### src/rtl/aclk_controller_pkg.sv
// Shared definitions for the alarm-clock controller: key codes, state
// encodings, default timeout and the output bundle type.
package aclk_controller_pkg;

   localparam logic [3:0] NOKEY = 4'hA;

   localparam int unsigned TIMEOUT_SEC_DEF = 10;

   typedef enum logic [2:0] {
      SHOW_TIME        = 3'd0,
      KEY_STORED       = 3'd1,
      KEY_WAITED       = 3'd2,
      KEY_ENTRY        = 3'd3,
      SHOW_ALARM       = 3'd4,
      SET_ALARM_TIME   = 3'd5,
      SET_CURRENT_TIME = 3'd6
   } state_t;

   typedef struct packed {
      logic shift;
      logic load_new_a;
      logic load_new_c;
      logic show_new_time;
      logic show_a;
   } ctrl_out_t;

   // Codes 0-9 are digits; NOKEY and every other code mean "no key".
   function automatic logic is_digit(input logic [3:0] k);
      return (k <= 4'd9);
   endfunction

endpackage

### src/rtl/aclk_controller_if.sv
// Keypad/button inputs and strobe/display outputs of the alarm-clock
// controller. master = controller side, slave = datapath side.
interface aclk_controller_if;

   logic       one_second;
   logic [3:0] key;
   logic       alarm_button;
   logic       time_button;

   logic       shift;
   logic       load_new_a;
   logic       load_new_c;
   logic       show_new_time;
   logic       show_a;

   modport master (
      input  one_second,
      input  key,
      input  alarm_button,
      input  time_button,
      output shift,
      output load_new_a,
      output load_new_c,
      output show_new_time,
      output show_a
   );

   modport slave (
      output one_second,
      output key,
      output alarm_button,
      output time_button,
      input  shift,
      input  load_new_a,
      input  load_new_c,
      input  show_new_time,
      input  show_a
   );

endinterface

### src/rtl/aclk_controller_timeout.sv
// Saturating seconds counter that flags key-entry inactivity.
module aclk_timeout
   import aclk_controller_pkg::*;
#(
   parameter int unsigned TIMEOUT_SEC = TIMEOUT_SEC_DEF,
   parameter int unsigned CNT_W       = 4
) (
   input  logic clk,
   input  logic reset,
   input  logic clear,
   input  logic one_second,
   output logic timeout
);

   localparam logic [CNT_W-1:0] LIMIT = CNT_W'(TIMEOUT_SEC);

   logic [CNT_W-1:0] count;

   // Count seconds up to LIMIT; clear has priority over a coincident pulse.
   always_ff @(posedge clk or negedge reset) begin
      if (!reset) begin
         count <= '0;
      end else if (clear) begin
         count <= '0;
      end else if (one_second && (count != LIMIT)) begin
         count <= count + 1'b1;
      end
   end

   // Timeout holds for as long as the counter sits at its limit.
   always_comb begin
      timeout = (count == LIMIT);
   end

endmodule

### src/rtl/aclk_controller.sv
// Alarm-clock control FSM: turns keypad and button activity into the
// shift/load/show strobes for the key register, alarm register, time
// counter and display mux. Moore machine; outputs depend on state only.
module aclk_controller
   import aclk_controller_pkg::*;
#(
   parameter int unsigned TIMEOUT_SEC = TIMEOUT_SEC_DEF,
   parameter int unsigned CNT_W       = 4
) (
   input  logic                clk,
   input  logic                reset,
   aclk_controller_if.master   bus
);

   state_t    state;
   state_t    next_state;
   ctrl_out_t outs;
   logic      timeout;
   logic      key_valid;

   always_comb begin
      key_valid = is_digit(bus.key);
   end

   aclk_timeout #(
      .TIMEOUT_SEC (TIMEOUT_SEC),
      .CNT_W       (CNT_W)
   ) u_timeout (
      .clk        (clk),
      .reset      (reset),
      .clear      (state == KEY_STORED),
      .one_second (bus.one_second),
      .timeout    (timeout)
   );

   // State register, asynchronously returned to SHOW_TIME.
   always_ff @(posedge clk or negedge reset) begin
      if (!reset) begin
         state <= SHOW_TIME;
      end else begin
         state <= next_state;
      end
   end

   // Next-state decode; unknown encodings recover to SHOW_TIME.
   always_comb begin
      next_state = SHOW_TIME;
      case (state)
         SHOW_TIME: begin
            if (bus.alarm_button)   next_state = SHOW_ALARM;
            else if (key_valid)     next_state = KEY_STORED;
            else                    next_state = SHOW_TIME;
         end
         KEY_STORED: begin
            next_state = KEY_WAITED;
         end
         KEY_WAITED: begin
            if (!key_valid)         next_state = KEY_ENTRY;
            else if (timeout)       next_state = SHOW_TIME;
            else                    next_state = KEY_WAITED;
         end
         KEY_ENTRY: begin
            if (bus.alarm_button)      next_state = SET_ALARM_TIME;
            else if (bus.time_button)  next_state = SET_CURRENT_TIME;
            else if (key_valid)        next_state = KEY_STORED;
            else if (timeout)          next_state = SHOW_TIME;
            else                       next_state = KEY_ENTRY;
         end
         SHOW_ALARM: begin
            if (bus.alarm_button)   next_state = SHOW_ALARM;
            else                    next_state = SHOW_TIME;
         end
         SET_ALARM_TIME: begin
            next_state = SHOW_TIME;
         end
         SET_CURRENT_TIME: begin
            next_state = SHOW_TIME;
         end
         default: begin
            next_state = SHOW_TIME;
         end
      endcase
   end

   // Output decode from the current state only.
   always_comb begin
      outs = '0;
      case (state)
         KEY_STORED:       outs.shift         = 1'b1;
         KEY_WAITED:       outs.show_new_time = 1'b1;
         KEY_ENTRY:        outs.show_new_time = 1'b1;
         SHOW_ALARM:       outs.show_a        = 1'b1;
         SET_ALARM_TIME:   outs.load_new_a    = 1'b1;
         SET_CURRENT_TIME: outs.load_new_c    = 1'b1;
         default:          outs               = '0;
      endcase
   end

   assign bus.shift         = outs.shift;
   assign bus.load_new_a    = outs.load_new_a;
   assign bus.load_new_c    = outs.load_new_c;
   assign bus.show_new_time = outs.show_new_time;
   assign bus.show_a        = outs.show_a;

endmodule

### src/flat_wrapper.sv
// flat-port wrapper written by rule: the top's interface ports become plain ports
module aclk_controller_flat import aclk_controller_pkg::*;
#(
   parameter int unsigned TIMEOUT_SEC = TIMEOUT_SEC_DEF,
   parameter int unsigned CNT_W       = 4
)
  (clk, reset, bus_one_second, bus_key, bus_alarm_button, bus_time_button, bus_shift, bus_load_new_a, bus_load_new_c, bus_show_new_time, bus_show_a);
  aclk_controller_if bus_i ();
  input  logic clk;
  input  logic reset;
  input wire logic [$bits(bus_i.one_second)-1:0] bus_one_second;
  input wire logic [$bits(bus_i.key)-1:0] bus_key;
  input wire logic [$bits(bus_i.alarm_button)-1:0] bus_alarm_button;
  input wire logic [$bits(bus_i.time_button)-1:0] bus_time_button;
  output wire logic [$bits(bus_i.shift)-1:0] bus_shift;
  output wire logic [$bits(bus_i.load_new_a)-1:0] bus_load_new_a;
  output wire logic [$bits(bus_i.load_new_c)-1:0] bus_load_new_c;
  output wire logic [$bits(bus_i.show_new_time)-1:0] bus_show_new_time;
  output wire logic [$bits(bus_i.show_a)-1:0] bus_show_a;
  assign bus_i.one_second = bus_one_second;
  assign bus_i.key = bus_key;
  assign bus_i.alarm_button = bus_alarm_button;
  assign bus_i.time_button = bus_time_button;
  assign bus_shift = bus_i.shift;
  assign bus_load_new_a = bus_i.load_new_a;
  assign bus_load_new_c = bus_i.load_new_c;
  assign bus_show_new_time = bus_i.show_new_time;
  assign bus_show_a = bus_i.show_a;
  aclk_controller #(.TIMEOUT_SEC(TIMEOUT_SEC), .CNT_W(CNT_W)) u_core (.clk(clk), .reset(reset), .bus(bus_i));
endmodule
### config.mk
export PLATFORM = sky130hd
export DESIGN_NAME = aclk_controller_flat
export DESIGN_NICKNAME = d
export VERILOG_FILES = /design/src/rtl/aclk_controller_pkg.sv /design/src/rtl/aclk_controller_if.sv /design/src/rtl/aclk_controller_timeout.sv /design/src/rtl/aclk_controller.sv /design/src/flat_wrapper.sv
export SDC_FILE = /design/constraint.sdc
export NUM_CORES = 1
export LEC_CHECK = 0
export BUFFER_PORTS_ARGS = -buffer_cell sky130_fd_sc_hd__buf_2
export CORE_AREA = 2 2 39 41
export CTS_BUF_LIST = sky130_fd_sc_hd__clkbuf_8
export DETAILED_ROUTE_END_ITERATION = 10
export DIE_AREA = 0 0 41 43
export PLACE_DENSITY = 0.66
export REMOVE_ABC_BUFFERS = 1
export SYNTH_ARGS = -nofsm -noshare
export SYNTH_HDL_FRONTEND = slang
export SYNTH_HIERARCHICAL = 1
export SYNTH_SLANG_ARGS = --single-unit
### constraint.sdc
create_clock -name clk -period 1.35 [get_ports clk]
set_input_delay 0.0675 -clock clk [delete_from_list [all_inputs] [get_ports clk]]
set_output_delay 0.0675 -clock clk [all_outputs]
set_load 0.02 [all_outputs]
; ---- Word-level counts from Yosys, hierarchy flattened
; Index checks and enable logic that the tools add are counted.
[word_totals]
regBits = 7
latch_bits = 0
ramBits = 0
rom_bits = 0
input_bits = 9
elab_cells = 33
mem_count = 0
[classes]
add_sub_neg = 1
n_mul = 0
div = 0
magnitude_cmp = 1
n_eq_ne = 8
n_shift = 0
muxes = 17
n_bitwise = 0
n_reduce_logical = 4
[ops]
columns = cell, n
row1 = $mux 3, 6
row2 = $pmux 3 s5, 1
row3 = $eq 3x3->1 const B, 3
row4 = $mux 4, 2
row5 = $eq 3x2->1 const B, 2
row6 = $mux 1, 6
row7 = $add 4x1->4 const B, 1
row8 = $eq 4x4->1 const B, 1
row9 = $le 4x4->1 const B, 1
row10 = $mux 2, 2
row11 = $ne 4x4->1 const B, 1
row12 = $eq 3x1->1 const B, 1
row13 = $logic_not 3->1, 1
row14 = $reduce_bool 2->1, 1
row15 = $reduce_or 2->1, 1
row16 = $logic_and 1x1->1, 1

; ---- Longest topological paths before layout
; Gate-level depths: netlist (run 1).
[depth]
ltp_word = 6
ltp_mapped = 7
ltp_nobuf = 7

; ---- Hierarchy
; Netlist (run 1), hierarchy kept.
[by_module_without_submodules]
columns = mod, n_inst, cells_each, area_per_inst_um2, seq_area_each_um2
row1 = aclk_controller, 1, 28, 247.7, 75.1
row2 = aclk_timeout, 1, 23, 231.5, 100.1

; ---- Worst setup path after synthesis (run 1)
; OpenSTA, ideal clock, no wires.
[synth_timing]
path_type = flip-flop to flip-flop
startpoint = register u_core.state[0]
endpoint = register u_core.u_timeout.count[0]
setup_time_ps = 125
arrival_time_ps = 1547
slack_ps = -323
path_stages_with_launch = 6
path_cell_list = dfrtp_1 buf_4 nor2b_1 nor2b_1 nor2_1 mux2_4
[synth_via]
elab_chain_cells = 2
[synth_rtl]
columns = element, line_no
row1 = from (decl), aclk_controller.sv:15  ; state_t state;
row2 = from (signal assigned), aclk_controller.sv:41  ; state <= next_state;
row3 = $eq 3x1->1 *, aclk_controller.sv:31  ; .clear (state == KEY_STORED),
row4 = $mux 4 / $reduce_bool 2->1 (equally long branches), --
row5 = to (signal assigned), aclk_controller_timeout.sv:26  ; count <= count + 1'b1;
row6 = to (decl), aclk_controller_timeout.sv:17  ; logic [CNT_W-1:0] count;
; Mark *: on every way between the ends. The rest lies on a longest branch, timed or not.
; A chain may end at the register's enable or synchronous reset.

; ---- Worst setup path after layout (run 1)
[layout_timing]
startpoint = register u_core.u_timeout.count[0]
endpoint = register u_core.u_timeout.count[1]
[layout_via]
elab_chain_cells = 3
[layout_rtl]
columns = element, line_no
row1 = $add 4x1->4 / $ne 4x4->1 (equally long branches), "aclk_controller_timeout.sv:26, aclk_controller_timeout.sv:25"
row2 = $mux 4 / $logic_and 1x1->1 (equally long branches), aclk_controller_timeout.sv:25  ; end else if (one_second && (count != LIMIT)) begin
row3 = $mux 4 / $reduce_bool 2->1 (equally long branches), --
; Parallel ways exist; a longest one is shown, timed or not. The select of a mux whose other input is x is not followed.

==> flow_summary.json, run 1 <==
{
  "grt_pass1_vias": 402,
  "tritoncts": "built",
  "worstPathArrival_ps": 1390,
  "drc_errors": 0,
  "drt-pass1-iter-count": 4,
  "status": "finished, final reports clean",
  "netlist_top_cells_area": "dfrtp_1 (37%), mux2_4 (6.3%), nor2_1 (5.5%)",
  "area.sequential_sq_um": 175,
  "cp_max_fo": 3,
  "hold_path_class": "in2reg",
  "drive_gt1_share_pct": 44.4,
  "ir_drop_uv": 896,
  "final.setup.tns_ps": 0,
  "io_pins": 14,
  "synth_top_area_cell": "dfrtp_1",
  "postCtsSetupBuffers": 0,
  "layout_setup_ws_ps": 66.7,
  "synth_cell_types": 27,
  "grt_pass1_wl_um": 1580,
  "grt_usage_pct": 13.8,
  "synthXorXnorAreaFrac_pct": 1.83,
  "setup_viol": 0,
  "io_buffers": 12,
  "initial_core_util_pct": 34.6,
  "clkSlewWorstSetupHoldPaths_ps": 40,
  "n_antenna_cell": 0,
  "synthSimpleGateAreaFrac_pct": 25.8,
  "hold_viol_final": 0,
  "root_buffer": "clkbuf_8",
  "multi_input_area_sq_um": 318,
  "leakage_uw": 0.000355,
  "htreeDepth": 1,
  "dp_hpwl_um": 707,
  "viasPerCell": 4.89,
  "synthMuxAreaShare_pct": 8.36,
  "cts_sinks": 7,
  "ys_async_sr_fraction_pct": 100,
  "startpoint_type": "register",
  "grt_max_degree": 11,
  "ys_seq_area_share_pct": 36.6,
  "cap_violations": 0,
  "synth_top_family_by_area": "simple AND/OR/NAND/NOR gates",
  "antenna_found_initial": 0,
  "die_w_um": 41,
  "ff2ff_path_depth": 5,
  "max_freq_ghz": 0.779,
  "post-place-ws_ps": 12.0,
  "syn_to_final_growth_pct": 42.8,
  "synth-adder-area-share_pct": 5.22,
  "insertion_delay_ps": 230,
  "clockBufferDepth": 2,
  "critical_path_class": "reg2reg",
  "crit_required_ps": 1460,
  "fin_skew_ps": 0.486,
  "slew_headroom_pct": 79.5,
  "worst_pin_slew_ps": 304,
  "synth_compound_area_share_pct": 16.7,
  "synth_top_cells_by_count": "dfrtp_1 (7), nor2_1 (7), nand2_1 (6), inv_1 (3), nor2b_1 (3)",
  "vias": 430,
  "yosysWarnings": 6,
  "routed_wl_um": 1040,
  "postSynthCellCount": 51,
  "die-area_sq_um": 1760,
  "cts_buffers": 3,
  "hold_depth": 3,
  "core_area_sq_um": 1380,
  "overflow": 0,
  "powerDensity_nw_per_um2": 2230,
  "nets": 84,
  "synthFlopType": "dfrtp_1",
  "gp_routability_congestion": 0.654,
  "drtIter0Drc": 6,
  "wl_per_cell_um": 11.9,
  "drtAntennaViolNets": 0,
  "synth_area_per_cell_sq_um": 9.40,
  "synth_area_sq_um": 479,
  "synth-seq-cells": 7,
  "rows": 14,
  "whs_ps": 102,
  "cp-end-kind": "register",
  "postLayoutCoreUtil_pct": 49.5,
  "die_height_um": 43,
  "finalCriticalPeriod_ps": 1280,
  "nFillCells": 135,
  "fin_crit_sh_pct": 95.1,
  "synth_top_area_share_pct": 36.6,
  "drv_slew": 0,
  "synth_edf_count": 0
}
-- power by group --
group | switching [uW] | internal, uW | leakage (uW) | total (uW)
clock network | 96.1 | 197 | 0.0000269 | 293
registers | 117 | 310 | 0.0000891 | 427
logic | 390 | 416 | 0.000239 | 806
-- state kept, by name, summed over array words and instances (netlist names) --
register                flops
u_core/state                3
u_core/u_timeout/count      4
-- per-layer routing --
layer | track usage [%] | wire length [um] | vias up | share of wire [%]
met3 | 9.42 | 56 | 0 | 5.4
li1 | - | - | 218 | -
met4 | 4.00 | 0 | 0 | 0
met2 | 19.7 | 537 | 11 | 51
met5 | 0 | 0 | - | 0
met1 | 16.3 | 451 | 201 | 43
-- layout make-up --
cell class / instances / area share (%)
clock inverters: 1 / 0.548
multi-input cells: 39 / 46.4
repair buffers: 19 / 16.8
well taps: 16 / 2.93
flip-flops and latches: 7 / 25.6
inverters: 3 / 1.65
clock buffers: 3 / 6.03
-- worst paths after layout --
check | from | to | slack [ps]
setup / recovery | u_core/u_timeout/count[0]$_DFFE_PN0P_ | u_core/u_timeout/count[1]$_DFFE_PN0P_ | 70
hold / removal | bus_time_button | u_core/state[2]$_DFF_PN0_ | 100
setup reg to reg | u_core/u_timeout/count[0]$_DFFE_PN0P_ | u_core/u_timeout/count[1]$_DFFE_PN0P_ | 70
hold reg to reg | u_core/state[2]$_DFF_PN0_ | u_core/state[0]$_DFF_PN0_ | 580
max in group asynchronous | reset | u_core/state[0]$_DFF_PN0_ | 970
min in group asynchronous | reset | u_core/u_timeout/count[2]$_DFFE_PN0P_ | 220
-- critical path, stage by stage, from the launching register on --
cell and delay (ps):
dfrtp_1 380, inv_2 80, ha_4 130, nand2_4 60
o21a_4 220, mux2_4 290
-- stage by stage --
step	instances	instance area, sq um	total power (uW)
finish	88	684	1530
global route	88	684	1660
CTS	88	647	1450
detailed placement	83	589	1140
global placement	83	589	1130
floorplan	49	464	864
-- layout by cell type (no fill, tap or decap), types with 2 or more instances in the layout --
cell type,instances
buf_4,6
buf_2,12
nor2_1,6
dfrtp_1,7
inv_1,3
clkbuf_8,3
nor2b_2,2
nand2_1,5
mux2_4,2
-- logic make-up after synthesis --
group / after synthesis
compound gates: 9
xor+xnor: 1
mux: 3
flops: 7
buf+inv: 5
simple gates: 24
fa+ha+maj: 2
-- timing repair --
item | in CTS | in global routing
pin swaps | 0 | 4
resized for setup | 1 | 9
hold endpoints to repair | 7 | 0
endpoints found under the setup margin | 1 | 5
hold buffers | 1 | 0
Power figures use the tool's default switching activity.
==> run 2: changes to the inputs <==
--- a/config.mk
+++ b/config.mk
@@ -5,12 +5,12 @@
 export SDC_FILE = /design/constraint.sdc
 export NUM_CORES = 1
 export LEC_CHECK = 0
-export BUFFER_PORTS_ARGS = -buffer_cell sky130_fd_sc_hd__buf_2
 export CORE_AREA = 2 2 39 41
 export CTS_BUF_LIST = sky130_fd_sc_hd__clkbuf_8
 export DETAILED_ROUTE_END_ITERATION = 10
 export DIE_AREA = 0 0 41 43
-export PLACE_DENSITY = 0.66
+export DONT_BUFFER_PORTS = 1
+export PLACE_DENSITY = 0.57
 export REMOVE_ABC_BUFFERS = 1
 export SYNTH_ARGS = -nofsm -noshare
 export SYNTH_HDL_FRONTEND = slang
==> run 2 against run 1 <==
  * Clock power decreased by 3%
  * Critical path depth unchanged
  * Worst setup slack got worse by 5.4 ps
  * Global-route usage is 1.7 points higher
  * Flip-flop and latch count stayed put
  * Total power is essentially flat
  * Non-clock buffer count down 9
  * Combinational power grew 3.0%
  * Worst hold slack worse by 97 ps
  * Critical path type unchanged
  * Die area unchanged
  * Sequential power decreased by 3%
  * Via count fell by 9.1%
==> flow_summary.json, run 2 (synthesis gave the netlist of run 1 again) <==
{
  "grt_pass1_wl_um": 1750,
  "cts_sinks": 7,
  "grt-busiest-layer": "met2",
  "critPathBufInv": 1,
  "ir_drop_uv": 972,
  "grt_usage_pct": 15.5,
  "fin_crit_sh_pct": 95.5,
  "clockBufferDepth": 2,
  "insertion_delay_ps": 220,
  "postCtsSetupBuffers": 0,
  "drv_slew": 0,
  "dpl_cell_area_sq_um": 544,
  "hold_viol_final": 0,
  "setup_viol": 0,
  "initial_core_util_pct": 34.6,
  "critical_path_class": "reg2reg",
  "status": "finished, final reports clean",
  "core_area_sq_um": 1380,
  "grtUsageMet3_pct": 5.24,
  "routed_wl_um": 1050,
  "r2r_setup_slack_ps": 60,
  "die_w_um": 41,
  "crit_required_ps": 1450,
  "max_freq_ghz": 0.776,
  "n_antenna_cell": 0,
  "drive_gt1_share_pct": 36.5,
  "top_regs": "u_core/u_timeout/count (4), u_core/state (3)",
  "slowest_stage": "dfrtp_1",
  "io_pins": 14,
  "gp_routability_congestion": 0.664,
  "cp-end-kind": "register",
  "viasPerCell": 4.95,
  "area.sequential_sq_um": 175,
  "leakage_uw": 0.000319,
  "startpoint_type": "register",
  "dp_hpwl_um": 751,
  "die-area_sq_um": 1760,
  "nets": 75,
  "drc_errors": 0,
  "powerDensity_nw_per_um2": 2320,
  "overflow": 0,
  "root_buffer": "clkbuf_8",
  "multi_input_area_sq_um": 327,
  "rows": 14,
  "regMostFlops": "u_core/u_timeout/count",
  "slew_headroom_pct": 75.1,
  "crit_start": "u_core/u_timeout/count[0]$_DFFE_PN0P_",
  "cp_cell_sequence": "inv_2, ha_4, nand2_4, o21a_4, mux2_4",
  "vias": 391,
  "drtIter0Drc": 5,
  "hold_path_class": "in2reg",
  "most-common-layout-cells": "buf_4 (8), dfrtp_1 (7), nor2_1 (6)",
  "worstPathArrival_ps": 1390,
  "wl_per_cell_um": 13.3,
  "worst_pin_slew_ps": 372,
  "drt-pass1-iter-count": 2,
  "syn_to_final_growth_pct": 37.3,
  "clkSlewWorstSetupHoldPaths_ps": 40,
  "layout_commonest_cell": "buf_4",
  "cap_violations": 0,
  "finalCriticalPeriod_ps": 1290,
  "grt_pass1_vias": 422,
  "largest_reg_flops": 4,
  "nFillCells": 142,
  "antenna_found_initial": 0,
  "drtAntennaViolNets": 0,
  "use_met1_pct": 17.5,
  "htreeDepth": 1,
  "finalInstanceArea_sq_um": 658,
  "io_buffers": 0,
  "worstHoldStart": "bus_alarm_button",
  "crit_family": "flip-flops",
  "finalPower_uw": 1530,
  "worst_path_largest_cell_delay_ps": 380,
  "die_height_um": 43,
  "cts_buffers": 3,
  "grt_max_degree": 10,
  "grtUsageMet2_pct": 22.5,
  "cp_max_fo": 3,
  "fin_skew_ps": 2.30,
  "regToRegStartpoint": "u_core/u_timeout/count[0]$_DFFE_PN0P_",
  "tritoncts": "built"
}
==> run 2: path summary, 6_finish.rpt <==
path,cells after the start,end
max in group asynchronous,1,u_core/u_timeout/count[1]$_DFFE_PN0P_
max reg2reg,5,u_core/u_timeout/count[1]$_DFFE_PN0P_
max,5,u_core/u_timeout/count[1]$_DFFE_PN0P_
min in group asynchronous,1,u_core/u_timeout/count[3]$_DFFE_PN0P_
min reg2reg,2,u_core/state[0]$_DFF_PN0_
min,2,u_core/state[2]$_DFF_PN0_
==> run 2: timing repair <==
action	in CTS	in global routing
endpoints found under the hold margin	8	0
setup endpoints to repair	5	6
hold buffers	2	0
gates resized for setup	3	9
pin swaps	0	1
==> run 2: layer usage <==
layer  up-vias  wire, um
met5         -         0
met4         0        16
met3         2        53
met2        11       536
met1       178       441
li1        200         -
==> run 2: metrics by stage <==
step / hold WS [ps] / worst slack [ps] / setup TNS, ps / utilization [%] / instances
CTS: 4.35 / 16.2 / 0 / 44.6 / 79
global route: 7.77 / -7.04 / -16.2 / 47.6 / 79
detailed placement: -228 / -12.5 / -18.7 / 39.3 / 73
finish: 4.83 / 61.3 / 0 / 47.6 / 79
global placement: -228 / -15.1 / -15.1 / 39.3 / 73
floorplan: -228 / -356 / -885 / - / 49
==> run 2: area by class of cell <==
cell class	instances	area share [%]
Multi-Input combinational cell	39	49.6
Sequential cell	7	26.6
Timing Repair Buffer	10	12.2
Clock buffer	3	6.27
Tap cell	16	3.04
Inverter	3	1.71
Clock inverter	1	0.570
==> run 2: power breakdown <==
| part | internal (uW) | switching (uW) |
|---|---|---|
| clock | 196 | 88.6 |
| sequential | 311 | 102 |
| combinational | 425 | 405 |
